--- config.mk ---
export PLATFORM = sky130hd
export DESIGN_NAME = hood_timekeeper_flat
export DESIGN_NICKNAME = d
export VERILOG_FILES = /design/src/rtl/hood_tk_if.sv /design/src/rtl/hood_timekeeper.sv /design/src/flat_wrapper.sv
export SDC_FILE = /design/constraint.sdc
export NUM_CORES = 1
export LEC_CHECK = 0
export BUFFER_PORTS_ARGS = -buffer_cell sky130_fd_sc_hd__buf_2
export CAP_MARGIN = 10
export CORE_MARGIN = 4
export CORE_UTILIZATION = 40
export CTS_BUF_LIST = sky130_fd_sc_hd__clkbuf_16
export DETAILED_ROUTE_END_ITERATION = 7
export MAX_ROUTING_LAYER = met4
export PLACE_DENSITY_LB_ADDON = 0.08
export REMOVE_ABC_BUFFERS = 1
export SYNTH_ARGS = -nofsm -noshare
export SYNTH_HDL_FRONTEND = slang
export SYNTH_SLANG_ARGS = --single-unit
--- constraint.sdc ---
create_clock -name clk -period 2.51 [get_ports clk]
set_input_delay 0.502 -clock clk [delete_from_list [all_inputs] [get_ports clk]]
set_output_delay 0.502 -clock clk [all_outputs]
set_load 0.1 [all_outputs]
--- src/rtl/hood_tk_if.sv ---
// Bundle of control, status and display signals between the range-hood
// controller and its timekeeping core.
interface hood_tk_if #(
   parameter int NUM_CD = 2
);
   logic                  tick_o;
   logic                  tod_load;
   logic [23:0]           tod_value_i;
   logic [23:0]           tod_o;
   logic                  run_en;
   logic                  wt_clr;
   logic [23:0]           worktime_o;
   logic [23:0]           remind_i;
   logic                  remind_ack;
   logic                  remind_o;
   logic [NUM_CD-1:0]     cd_load;
   logic [24*NUM_CD-1:0]  cd_value_i;
   logic [NUM_CD-1:0]     cd_abort;
   logic [24*NUM_CD-1:0]  cd_o;
   logic [NUM_CD-1:0]     cd_busy;
   logic [NUM_CD-1:0]     cd_done;

   modport slave (
      input  tod_load, tod_value_i, run_en, wt_clr, remind_i, remind_ack,
             cd_load, cd_value_i, cd_abort,
      output tick_o, tod_o, worktime_o, remind_o, cd_o, cd_busy, cd_done
   );

   modport master (
      output tod_load, tod_value_i, run_en, wt_clr, remind_i, remind_ack,
             cd_load, cd_value_i, cd_abort,
      input  tick_o, tod_o, worktime_o, remind_o, cd_o, cd_busy, cd_done
   );
endinterface

--- src/rtl/hood_timekeeper.sv ---
// 1 Hz timebase with BCD time of day, work-time accumulator with sticky
// reminder, and NUM_CD independent BCD countdown channels.
module hood_timekeeper #(
   parameter int CLK_FREQ = 100000000,
   parameter int NUM_CD   = 2,
   parameter int WT_SAT   = 1
) (
   input  logic       clk,
   input  logic       rst,
   hood_tk_if.slave   bus
);
   localparam int             CW      = (CLK_FREQ > 1) ? $clog2(CLK_FREQ) : 1;
   localparam logic [CW-1:0]  CNT_MAX = CW'(CLK_FREQ - 1);

   // BCD +1 s on HHMMSS; hours wrap to 00 after reaching hmax.
   function automatic logic [23:0] bcd_inc(input logic [23:0] v, input logic [7:0] hmax);
      logic [23:0] r;
      r = v;
      if (v[3:0] != 4'd9) r[3:0] = v[3:0] + 4'd1;
      else begin
         r[3:0] = 4'd0;
         if (v[7:4] != 4'd5) r[7:4] = v[7:4] + 4'd1;
         else begin
            r[7:4] = 4'd0;
            if (v[11:8] != 4'd9) r[11:8] = v[11:8] + 4'd1;
            else begin
               r[11:8] = 4'd0;
               if (v[15:12] != 4'd5) r[15:12] = v[15:12] + 4'd1;
               else begin
                  r[15:12] = 4'd0;
                  if (v[23:16] == hmax) r[23:16] = 8'h00;
                  else if (v[19:16] != 4'd9) r[19:16] = v[19:16] + 4'd1;
                  else begin
                     r[19:16] = 4'd0;
                     r[23:20] = v[23:20] + 4'd1;
                  end
               end
            end
         end
      end
      return r;
   endfunction

   // BCD -1 s; only applied to nonzero values, so the borrow never runs past the hours.
   function automatic logic [23:0] bcd_dec(input logic [23:0] v);
      logic [23:0] r;
      r = v;
      if (v[3:0] != 4'd0) r[3:0] = v[3:0] - 4'd1;
      else begin
         r[3:0] = 4'd9;
         if (v[7:4] != 4'd0) r[7:4] = v[7:4] - 4'd1;
         else begin
            r[7:4] = 4'd5;
            if (v[11:8] != 4'd0) r[11:8] = v[11:8] - 4'd1;
            else begin
               r[11:8] = 4'd9;
               if (v[15:12] != 4'd0) r[15:12] = v[15:12] - 4'd1;
               else begin
                  r[15:12] = 4'd5;
                  if (v[19:16] != 4'd0) r[19:16] = v[19:16] - 4'd1;
                  else begin
                     r[19:16] = 4'd9;
                     r[23:20] = v[23:20] - 4'd1;
                  end
               end
            end
         end
      end
      return r;
   endfunction

   logic [CW-1:0] cnt_q, cnt_d;
   logic          tick_q, tick_d;
   logic [23:0]   tod_q, tod_d;
   logic [23:0]   wt_q, wt_d;
   logic          remind_q, remind_d;
   logic          tick_now;
   logic [23:0]   wt_inc;
   logic          remind_set;

   assign tick_now = (cnt_q == CNT_MAX);
   assign wt_inc   = (WT_SAT != 0 && wt_q == 24'h995959) ? wt_q : bcd_inc(wt_q, 8'h99);

   always_comb begin
      cnt_d      = (bus.tod_load || tick_now) ? '0 : cnt_q + 1'b1;
      tick_d     = tick_now;
      tod_d      = tod_q;
      wt_d       = wt_q;
      remind_d   = remind_q;
      remind_set = 1'b0;
      if (bus.tod_load)  tod_d = bus.tod_value_i;
      else if (tick_now) tod_d = bcd_inc(tod_q, 8'h23);
      if (bus.wt_clr) begin
         wt_d     = '0;
         remind_d = 1'b0;
      end else begin
         if (tick_now && bus.run_en) begin
            wt_d       = wt_inc;
            remind_set = (wt_inc == bus.remind_i) && (bus.remind_i != 24'h0);
         end
         // A fresh match beats a same-cycle acknowledge.
         if (remind_set)          remind_d = 1'b1;
         else if (bus.remind_ack) remind_d = 1'b0;
      end
   end

   always_ff @(posedge clk or negedge rst) begin
      if (!rst) begin
         cnt_q    <= '0;
         tick_q   <= 1'b0;
         tod_q    <= '0;
         wt_q     <= '0;
         remind_q <= 1'b0;
      end else begin
         cnt_q    <= cnt_d;
         tick_q   <= tick_d;
         tod_q    <= tod_d;
         wt_q     <= wt_d;
         remind_q <= remind_d;
      end
   end

   assign bus.tick_o     = tick_q;
   assign bus.tod_o      = tod_q;
   assign bus.worktime_o = wt_q;
   assign bus.remind_o   = remind_q;

   logic [24*NUM_CD-1:0] cd_vec;
   logic [NUM_CD-1:0]    busy_vec;
   logic [NUM_CD-1:0]    done_vec;

   for (genvar gi = 0; gi < NUM_CD; gi++) begin : g_cd
      logic [23:0] cd_q, cd_d;
      logic        busy_q, busy_d;
      logic        done_q, done_d;
      logic [23:0] cd_dec;

      assign cd_dec = bcd_dec(cd_q);

      always_comb begin
         cd_d   = cd_q;
         busy_d = busy_q;
         done_d = 1'b0;
         if (bus.cd_abort[gi]) begin
            cd_d   = '0;
            busy_d = 1'b0;
         end else if (bus.cd_load[gi]) begin
            cd_d   = bus.cd_value_i[24*gi +: 24];
            busy_d = (bus.cd_value_i[24*gi +: 24] != 24'h0);
         end else if (tick_now && busy_q) begin
            cd_d = cd_dec;
            if (cd_dec == 24'h0) begin
               busy_d = 1'b0;
               done_d = 1'b1;
            end
         end
      end

      always_ff @(posedge clk or negedge rst) begin
         if (!rst) begin
            cd_q   <= '0;
            busy_q <= 1'b0;
            done_q <= 1'b0;
         end else begin
            cd_q   <= cd_d;
            busy_q <= busy_d;
            done_q <= done_d;
         end
      end

      assign cd_vec[24*gi +: 24] = cd_q;
      assign busy_vec[gi]        = busy_q;
      assign done_vec[gi]        = done_q;
   end

   assign bus.cd_o    = cd_vec;
   assign bus.cd_busy = busy_vec;
   assign bus.cd_done = done_vec;
endmodule

--- src/flat_wrapper.sv ---
// flat-port wrapper written by rule: the top's interface ports become plain ports
module hood_timekeeper_flat 
#(
   parameter int CLK_FREQ = 100000000,
   parameter int NUM_CD   = 2,
   parameter int WT_SAT   = 1
)
  (clk, rst, bus_tod_load, bus_tod_value_i, bus_run_en, bus_wt_clr, bus_remind_i, bus_remind_ack, bus_cd_load, bus_cd_value_i, bus_cd_abort, bus_tick_o, bus_tod_o, bus_worktime_o, bus_remind_o, bus_cd_o, bus_cd_busy, bus_cd_done);
  hood_tk_if #(.NUM_CD(NUM_CD)) bus_i ();
  input  logic clk;
  input  logic rst;
  input wire logic [$bits(bus_i.tod_load)-1:0] bus_tod_load;
  input wire logic [$bits(bus_i.tod_value_i)-1:0] bus_tod_value_i;
  input wire logic [$bits(bus_i.run_en)-1:0] bus_run_en;
  input wire logic [$bits(bus_i.wt_clr)-1:0] bus_wt_clr;
  input wire logic [$bits(bus_i.remind_i)-1:0] bus_remind_i;
  input wire logic [$bits(bus_i.remind_ack)-1:0] bus_remind_ack;
  input wire logic [$bits(bus_i.cd_load)-1:0] bus_cd_load;
  input wire logic [$bits(bus_i.cd_value_i)-1:0] bus_cd_value_i;
  input wire logic [$bits(bus_i.cd_abort)-1:0] bus_cd_abort;
  output wire logic [$bits(bus_i.tick_o)-1:0] bus_tick_o;
  output wire logic [$bits(bus_i.tod_o)-1:0] bus_tod_o;
  output wire logic [$bits(bus_i.worktime_o)-1:0] bus_worktime_o;
  output wire logic [$bits(bus_i.remind_o)-1:0] bus_remind_o;
  output wire logic [$bits(bus_i.cd_o)-1:0] bus_cd_o;
  output wire logic [$bits(bus_i.cd_busy)-1:0] bus_cd_busy;
  output wire logic [$bits(bus_i.cd_done)-1:0] bus_cd_done;
  assign bus_i.tod_load = bus_tod_load;
  assign bus_i.tod_value_i = bus_tod_value_i;
  assign bus_i.run_en = bus_run_en;
  assign bus_i.wt_clr = bus_wt_clr;
  assign bus_i.remind_i = bus_remind_i;
  assign bus_i.remind_ack = bus_remind_ack;
  assign bus_i.cd_load = bus_cd_load;
  assign bus_i.cd_value_i = bus_cd_value_i;
  assign bus_i.cd_abort = bus_cd_abort;
  assign bus_tick_o = bus_i.tick_o;
  assign bus_tod_o = bus_i.tod_o;
  assign bus_worktime_o = bus_i.worktime_o;
  assign bus_remind_o = bus_i.remind_o;
  assign bus_cd_o = bus_i.cd_o;
  assign bus_cd_busy = bus_i.cd_busy;
  assign bus_cd_done = bus_i.cd_done;
  hood_timekeeper #(.CLK_FREQ(CLK_FREQ), .NUM_CD(NUM_CD), .WT_SAT(WT_SAT)) u_core (.clk(clk), .rst(rst), .bus(bus_i));
endmodule
==> flow_metrics.tcl, run 1 <==
set metrics [dict create \
    placed_cells 1533 \
    cts_root_buf "clkbuf_16" \
    nNetsFinal 1427 \
    place_hpwl_um 18600 \
    clock_latency_ns 0.42 \
    grt_max_degree 55 \
    die_y_um 152 \
    path_clk_slew_ns 0.06 \
    seq_area_frac_synth 0.391 \
    row_count 52 \
    setup_viol 15 \
    overflow 0 \
    layout_common_cells "buf_2 (206), buf_4 (135), dfrtp_1 (129), nor2_1 (128), nand2_1 (91)" \
    cp-end-kind "flop" \
    die_x_um 152 \
    ys_types 73 \
    diodes 0 \
    grt_pass1_wl_um 39300 \
    fin_skew_ns 0.0142 \
    crit_fanout 2 \
    vias_per_cell 5.26 \
    slew_headroom 0.471 \
    tightestPinTransition_ns 0.792 \
    start_kind "flop" \
    ys_seq_elements 129 \
    cp.arrival_ns 2.98 \
    setup_tns_ns -0.861 \
    syn_inst 975 \
    hold_viol_final 0 \
    htree_levels 4 \
    grt_pass1_vias 7882 \
    drv_cap 0 \
    cp_slowest_cell "or4_4" \
    vdd.ir_drop.worst_mv 0.390 \
    required_ns 2.85 \
    rsz0062_at_grt "true" \
    hold_class "in2async" \
    core_um2 20200 \
    slew_viol_final 0 \
    port_buffers 207 \
    finalCritPeriodShare 1.05 \
    groute.usage.overall 0.220 \
    totalWireLength_um 25300 \
    report.power.total_mw 6.51 \
    dp_slack_ns -0.214 \
    clockBufferDepth 2 \
    ys_async_sr_fraction 1.00 \
    failed_checks "negative setup slack" \
    period_needed_ns 2.64 \
    cts_tree "built" \
    drive_above_1_share 0.363 \
    wire_per_inst_um 16.0 \
    layout_setup_ws_ns -0.125 \
    cts_made_buffers 17 \
    cp_slowest_stage_delay_ns 0.53 \
    layout.cells.most_common "buf_2" \
    crit_chain "or4_4 > or4_4 > buf_4 > nor2_4 > nand3_1 > or4b_1 > a21oi_1 > a21oi_1 > nor2_1" \
    p_leak_nw 5.43 \
    syn_to_final_growth_pct 40.4 \
    timing_worst_setup_path_type "reg2reg" \
    synthFlopType "dfrtp_1" \
    route.antenna.remaining_nets 0 \
    ioPinCount 208 \
    outcome "finished with violations" \
    gp_congestion 0.900 \
    drt_iter0_drc 367 \
    cts_hold_repair.buffers 0 \
    synth_edf_count 0 \
    avgSynthCellArea_um2 8.47 \
    syn_area_um2 8250 \
    vias 8345 \
    drc_errors 0 \
    ys_warn_count 0 \
    clkSinkCount 129 \
    die-area_um2 23000 \
    cellPowerDensity_nw_per_um2 561 \
    layout.cells.non_filler 1585 \
    start_util 0.408 \
    drt_first_pass_iters 5 \
    antenna_found_initial 0 \
    fmax_ghz 0.379 \
]
[routing by layer]
layer | up-vias | routed length, µm | GRT usage
li1 | 4151 | - | -
met1 | 3980 | 11600 | 0.291
met2 | 203 | 12200 | 0.359
met3 | 11 | 1360 | 0.0402
met4 | 0 | 143 | 0.0436
met5 | - | 0 | -
[what timing repair did]
| item | in CTS | in global routing |
|---|---|---|
| pin swaps | 12 | 34 |
| resized for setup | 26 | 84 |
| setup endpoints to repair | 41 | 67 |
| buffers inserted | 8 | 13 |
[synth_stat cells, drive strengths merged (5+ instances only)]
cell / count / area [µm²]
a211oi: 17 / 138
a21oi: 70 / 350
a22oi: 6 / 45.0
a311oi: 6 / 52.6
and2: 5 / 31.3
and3: 13 / 81.3
and3b: 7 / 61.3
buf: 11 / 62.6
clkbuf: 38 / 143
dfrtp: 129 / 3230
ha: 19 / 238
inv: 28 / 105
mux2i: 24 / 240
nand2: 95 / 357
nand3: 36 / 185
nand3b: 7 / 52.6
nand4: 16 / 100
nor2: 133 / 499
nor2b: 10 / 62.6
nor3: 36 / 219
nor4: 37 / 274
nor4b: 5 / 43.8
o211ai: 8 / 60.1
o21ai: 63 / 315
or2: 8 / 52.6
or3: 14 / 87.6
or4: 10 / 82.6
xnor2: 36 / 315
xor2: 38 / 333
[final timing paths]
path	start	to	slack (ns)	depth (start not counted)
max	u_core.g_cd[1].cd_q[12]$_DFFE_PN0P_	u_core.g_cd[1].cd_q[18]$_DFFE_PN0P_	-0.13	9
min	rst	u_core.bus.worktime_o[16]$_DFFE_PN0P_	0.05	1
min in group clk	bus_tod_value_i[5]	u_core.bus.tod_o[5]$_DFFE_PN0P_	0.29	3
max in group asynchronous	rst	u_core.g_cd[1].cd_q[21]$_DFFE_PN0P_	1.78	2
max reg2reg	u_core.g_cd[1].cd_q[12]$_DFFE_PN0P_	u_core.g_cd[1].cd_q[18]$_DFFE_PN0P_	-0.13	9
min reg2reg	u_core.bus.remind_o$_DFFE_PN0P_	u_core.bus.remind_o$_DFFE_PN0P_	0.49	2
[kinds of logic (layout without fill, tap and decap cells)]
logic type	count (synthesis)	count (layout)	synth area share
AND/OR/NAND/NOR	447	447	0.283
AO/OA/AOI/OAI	200	200	0.146
flip-flops	129	129	0.391
buffers and inverters	78	418	0.0380
XOR/XNOR	74	74	0.0785
multiplexers	28	28	0.0346
adder cells (fa/ha/maj)	19	19	0.0288
[worst max-delay path, delay by kind of cell, from the launching register on]
| family | cells | cell delay, ns |
|---|---|---|
| buf+inv | 1 | 0.16 |
| compound gates | 2 | 0.19 |
| flops | 1 | 0.38 |
| simple gates | 6 | 1.81 |
[through the flow]
| step | utilization | hold WS, ns | instance area (µm²) |
|---|---|---|---|
| after floorplan | - | 0.206 | 8050 |
| after global placement | 0.516 | 0.467 | 10400 |
| after detailed placement | 0.516 | 0.477 | 10400 |
| after CTS | 0.554 | 0.0610 | 11200 |
| after global routing | 0.573 | 0.0794 | 11600 |
| final | 0.573 | 0.0533 | 11600 |
[registers in the layout, indices dropped and copies added, names as in the netlist]
signal / count
u_core.cnt_q: 27
u_core.bus.remind_o: 1
u_core.g_cd.cd_q: 48
u_core.bus.worktime_o: 24
u_core.bus.tick_o: 1
u_core.g_cd.busy_q: 2
u_core.g_cd.done_q: 2
u_core.bus.tod_o: 24
[power by group]
| part | total [mW] | internal (mW) | switching (mW) |
|---|---|---|---|
| sequential | 2.32 | 2.18 | 0.141 |
| clock | 2.57 | 1.64 | 0.936 |
| combinational | 1.61 | 0.407 | 1.20 |
[layout make-up]
type                            count  area, µm²
Fill cell                        1952       8650
Multi-Input combinational cell    768       5060
Sequential cell                   129       3230
Timing Repair Buffer              357       2250
Clock buffer                       17        425
Tap cell                          270        338
Clock inverter                     15        176
Inverter                           29        109
Power figures use the tool's default switching activity.
==> inputs of run 2 (changes only) <==
--- a/config.mk
+++ b/config.mk
@@ -7,6 +7,7 @@
 export LEC_CHECK = 0
 export BUFFER_PORTS_ARGS = -buffer_cell sky130_fd_sc_hd__buf_2
 export CAP_MARGIN = 10
+export CORE_ASPECT_RATIO = 0.6
 export CORE_MARGIN = 4
 export CORE_UTILIZATION = 40
 export CTS_BUF_LIST = sky130_fd_sc_hd__clkbuf_16
==> flow_metrics.tcl, run 2 (synthesis gave the netlist of run 1 again) <==
set metrics [dict create \
    dp_slack_ns -0.262 \
    grt.met2_usage 0.306 \
    path_clk_slew_ns 0.06 \
    ioPinCount 208 \
    cts_hold_repair.buffers 0 \
    syn_to_final_growth_pct 41.3 \
    layout.cells.non_filler 1593 \
    cp-end-kind "flop" \
    overflow 0 \
    combPwrFrac 0.265 \
    place_area_um2 10500 \
    fmax_ghz 0.369 \
    drive_above_1_share 0.373 \
    final_core_util 0.580 \
    hold_viol_final 0 \
    vias 8628 \
    cp.arrival_ns 3.04 \
    layout_setup_ws_ns -0.199 \
    groute.usage.overall 0.242 \
    core_um2 20100 \
    swShare 0.371 \
    clkSinkCount 129 \
    gp_congestion 0.919 \
    cellPowerDensity_nw_per_um2 536 \
    drc_errors 0 \
    failed_checks "negative setup slack" \
    regMostFlops "u_core.g_cd.cd_q" \
    htree_levels 4 \
    cts_root_buf "clkbuf_16" \
    diodes 0 \
    totalWireLength_um 27800 \
    place_hpwl_um 20800 \
    largest_register_ffs 48 \
    grtUsageMet1 0.384 \
    vdd.ir_drop.worst_mv 0.675 \
    nNetsFinal 1432 \
    tightestPinTransition_ns 0.638 \
    finalCritPeriodShare 1.08 \
    cts_tree "built" \
    drv_cap 0 \
    vias_per_cell 5.42 \
    row_count 40 \
    switching_power_mw 2.32 \
    timing_worst_setup_path_type "reg2reg" \
    slew_headroom 0.575 \
    route.antenna.remaining_nets 0 \
    grt_pass1_vias 8096 \
    p_leak_nw 5.43 \
    report.power.total_mw 6.25 \
    power_frac_clock 0.363 \
    top_regs "u_core.g_cd.cd_q: 48 flops, u_core.cnt_q: 27 flops" \
    start_kind "flop" \
    die-area_um2 23100 \
    die_x_um 193 \
    p_int_mw 3.93 \
    grt_pass1_wl_um 44100 \
    layout.cells.most_common "buf_2" \
    grt-busiest-layer "met1" \
    slew_viol_final 0 \
    setup_tns_ns -2.30 \
    die_y_um 119 \
    layout_common_cells "buf_2 (206), buf_4 (136), dfrtp_1 (129), nor2_1 (126), nand2_1 (91)" \
    clock_latency_ns 0.42 \
    placed_cells 1545 \
    required_ns 2.84 \
    setup_viol 21 \
    reg2reg_depth 9 \
    rsz0062_at_grt "true" \
    hold_class "in2async" \
    port_buffers 207 \
    grt_max_degree 58 \
    fillers 1913 \
    wire_per_inst_um 17.4 \
    crit_fanout 5 \
    fin_skew_ns 0.00986 \
    holdWs_ns 0.0421 \
    drt_first_pass_iters 5 \
    clockBufferDepth 2 \
    final_area_um2 11700 \
    drt_iter0_drc 576 \
    power_frac_seq 0.372 \
    period_needed_ns 2.71 \
    use_met3 0.0509 \
    start_util 0.410 \
    antenna_found_initial 0 \
    outcome "finished with violations" \
    cts_made_buffers 17 \
]
[run 2: repair_timing]
| action | 4_1_cts | 5_1_grt |
|---|---|---|
| resized for setup | 32 | 96 |
| endpoints found under the setup margin | 44 | 73 |
| buffers inserted | 9 | 8 |
| pin swaps | 16 | 34 |
[run 2: area by class of cell]
cell class | instances | area [µm²] | area share
Clock buffer | 17 | 425 | 0.0365
Clock inverter | 15 | 105 | 0.00901
Inverter | 29 | 109 | 0.00933
Multi-Input combinational cell | 768 | 5140 | 0.441
Sequential cell | 129 | 3230 | 0.277
Tap cell | 273 | 342 | 0.0293
Timing Repair Buffer | 362 | 2320 | 0.199
[run 2: power groups by stage]
stage                     Combinational, mW  Clock, mW  Sequential [mW]
after global routing                   1.75       2.41             2.34
after detailed placement               1.58          0             2.35
after floorplan                       0.340          0             3.07
after global placement                 1.57          0             2.35
final                                  1.65       2.27             2.33
after CTS                              1.61       2.33             2.32
[run 2: worst max-delay path: stages (launching register included)]
cell and delay (ns):
dfrtp_1 0.37, or4_4 0.53, or4_4 0.48, nor3_4 0.26, buf_6 0.15, nand4b_4 0.16, nor3_4 0.19, nand3b_1 0.11
xor2_1 0.16, a211oi_2 0.21
[run 2: path summary, 6_finish.rpt]
kind / slack (ns) / from / endpoint
hold / removal: 0.04 / rst / u_core.g_cd[0].cd_q[5]$_DFFE_PN0P_
min in group clk: 0.28 / bus_tod_value_i[10] / u_core.bus.tod_o[10]$_DFFE_PN0P_
hold reg to reg: 0.48 / u_core.bus.remind_o$_DFFE_PN0P_ / u_core.bus.remind_o$_DFFE_PN0P_
setup / recovery: -0.20 / u_core.g_cd[0].cd_q[1]$_DFFE_PN0P_ / u_core.g_cd[0].cd_q[22]$_DFFE_PN0P_
setup reg to reg: -0.20 / u_core.g_cd[0].cd_q[1]$_DFFE_PN0P_ / u_core.g_cd[0].cd_q[22]$_DFFE_PN0P_
max in group asynchronous: 1.82 / rst / u_core.cnt_q[19]$_DFF_PN0_
[run 2: metal layers]
layer,share of wire,up-vias
li1,-,4174
met1,0.52,4136
met2,0.40,297
met3,0.068,21
met4,0.0099,0
met5,0,-
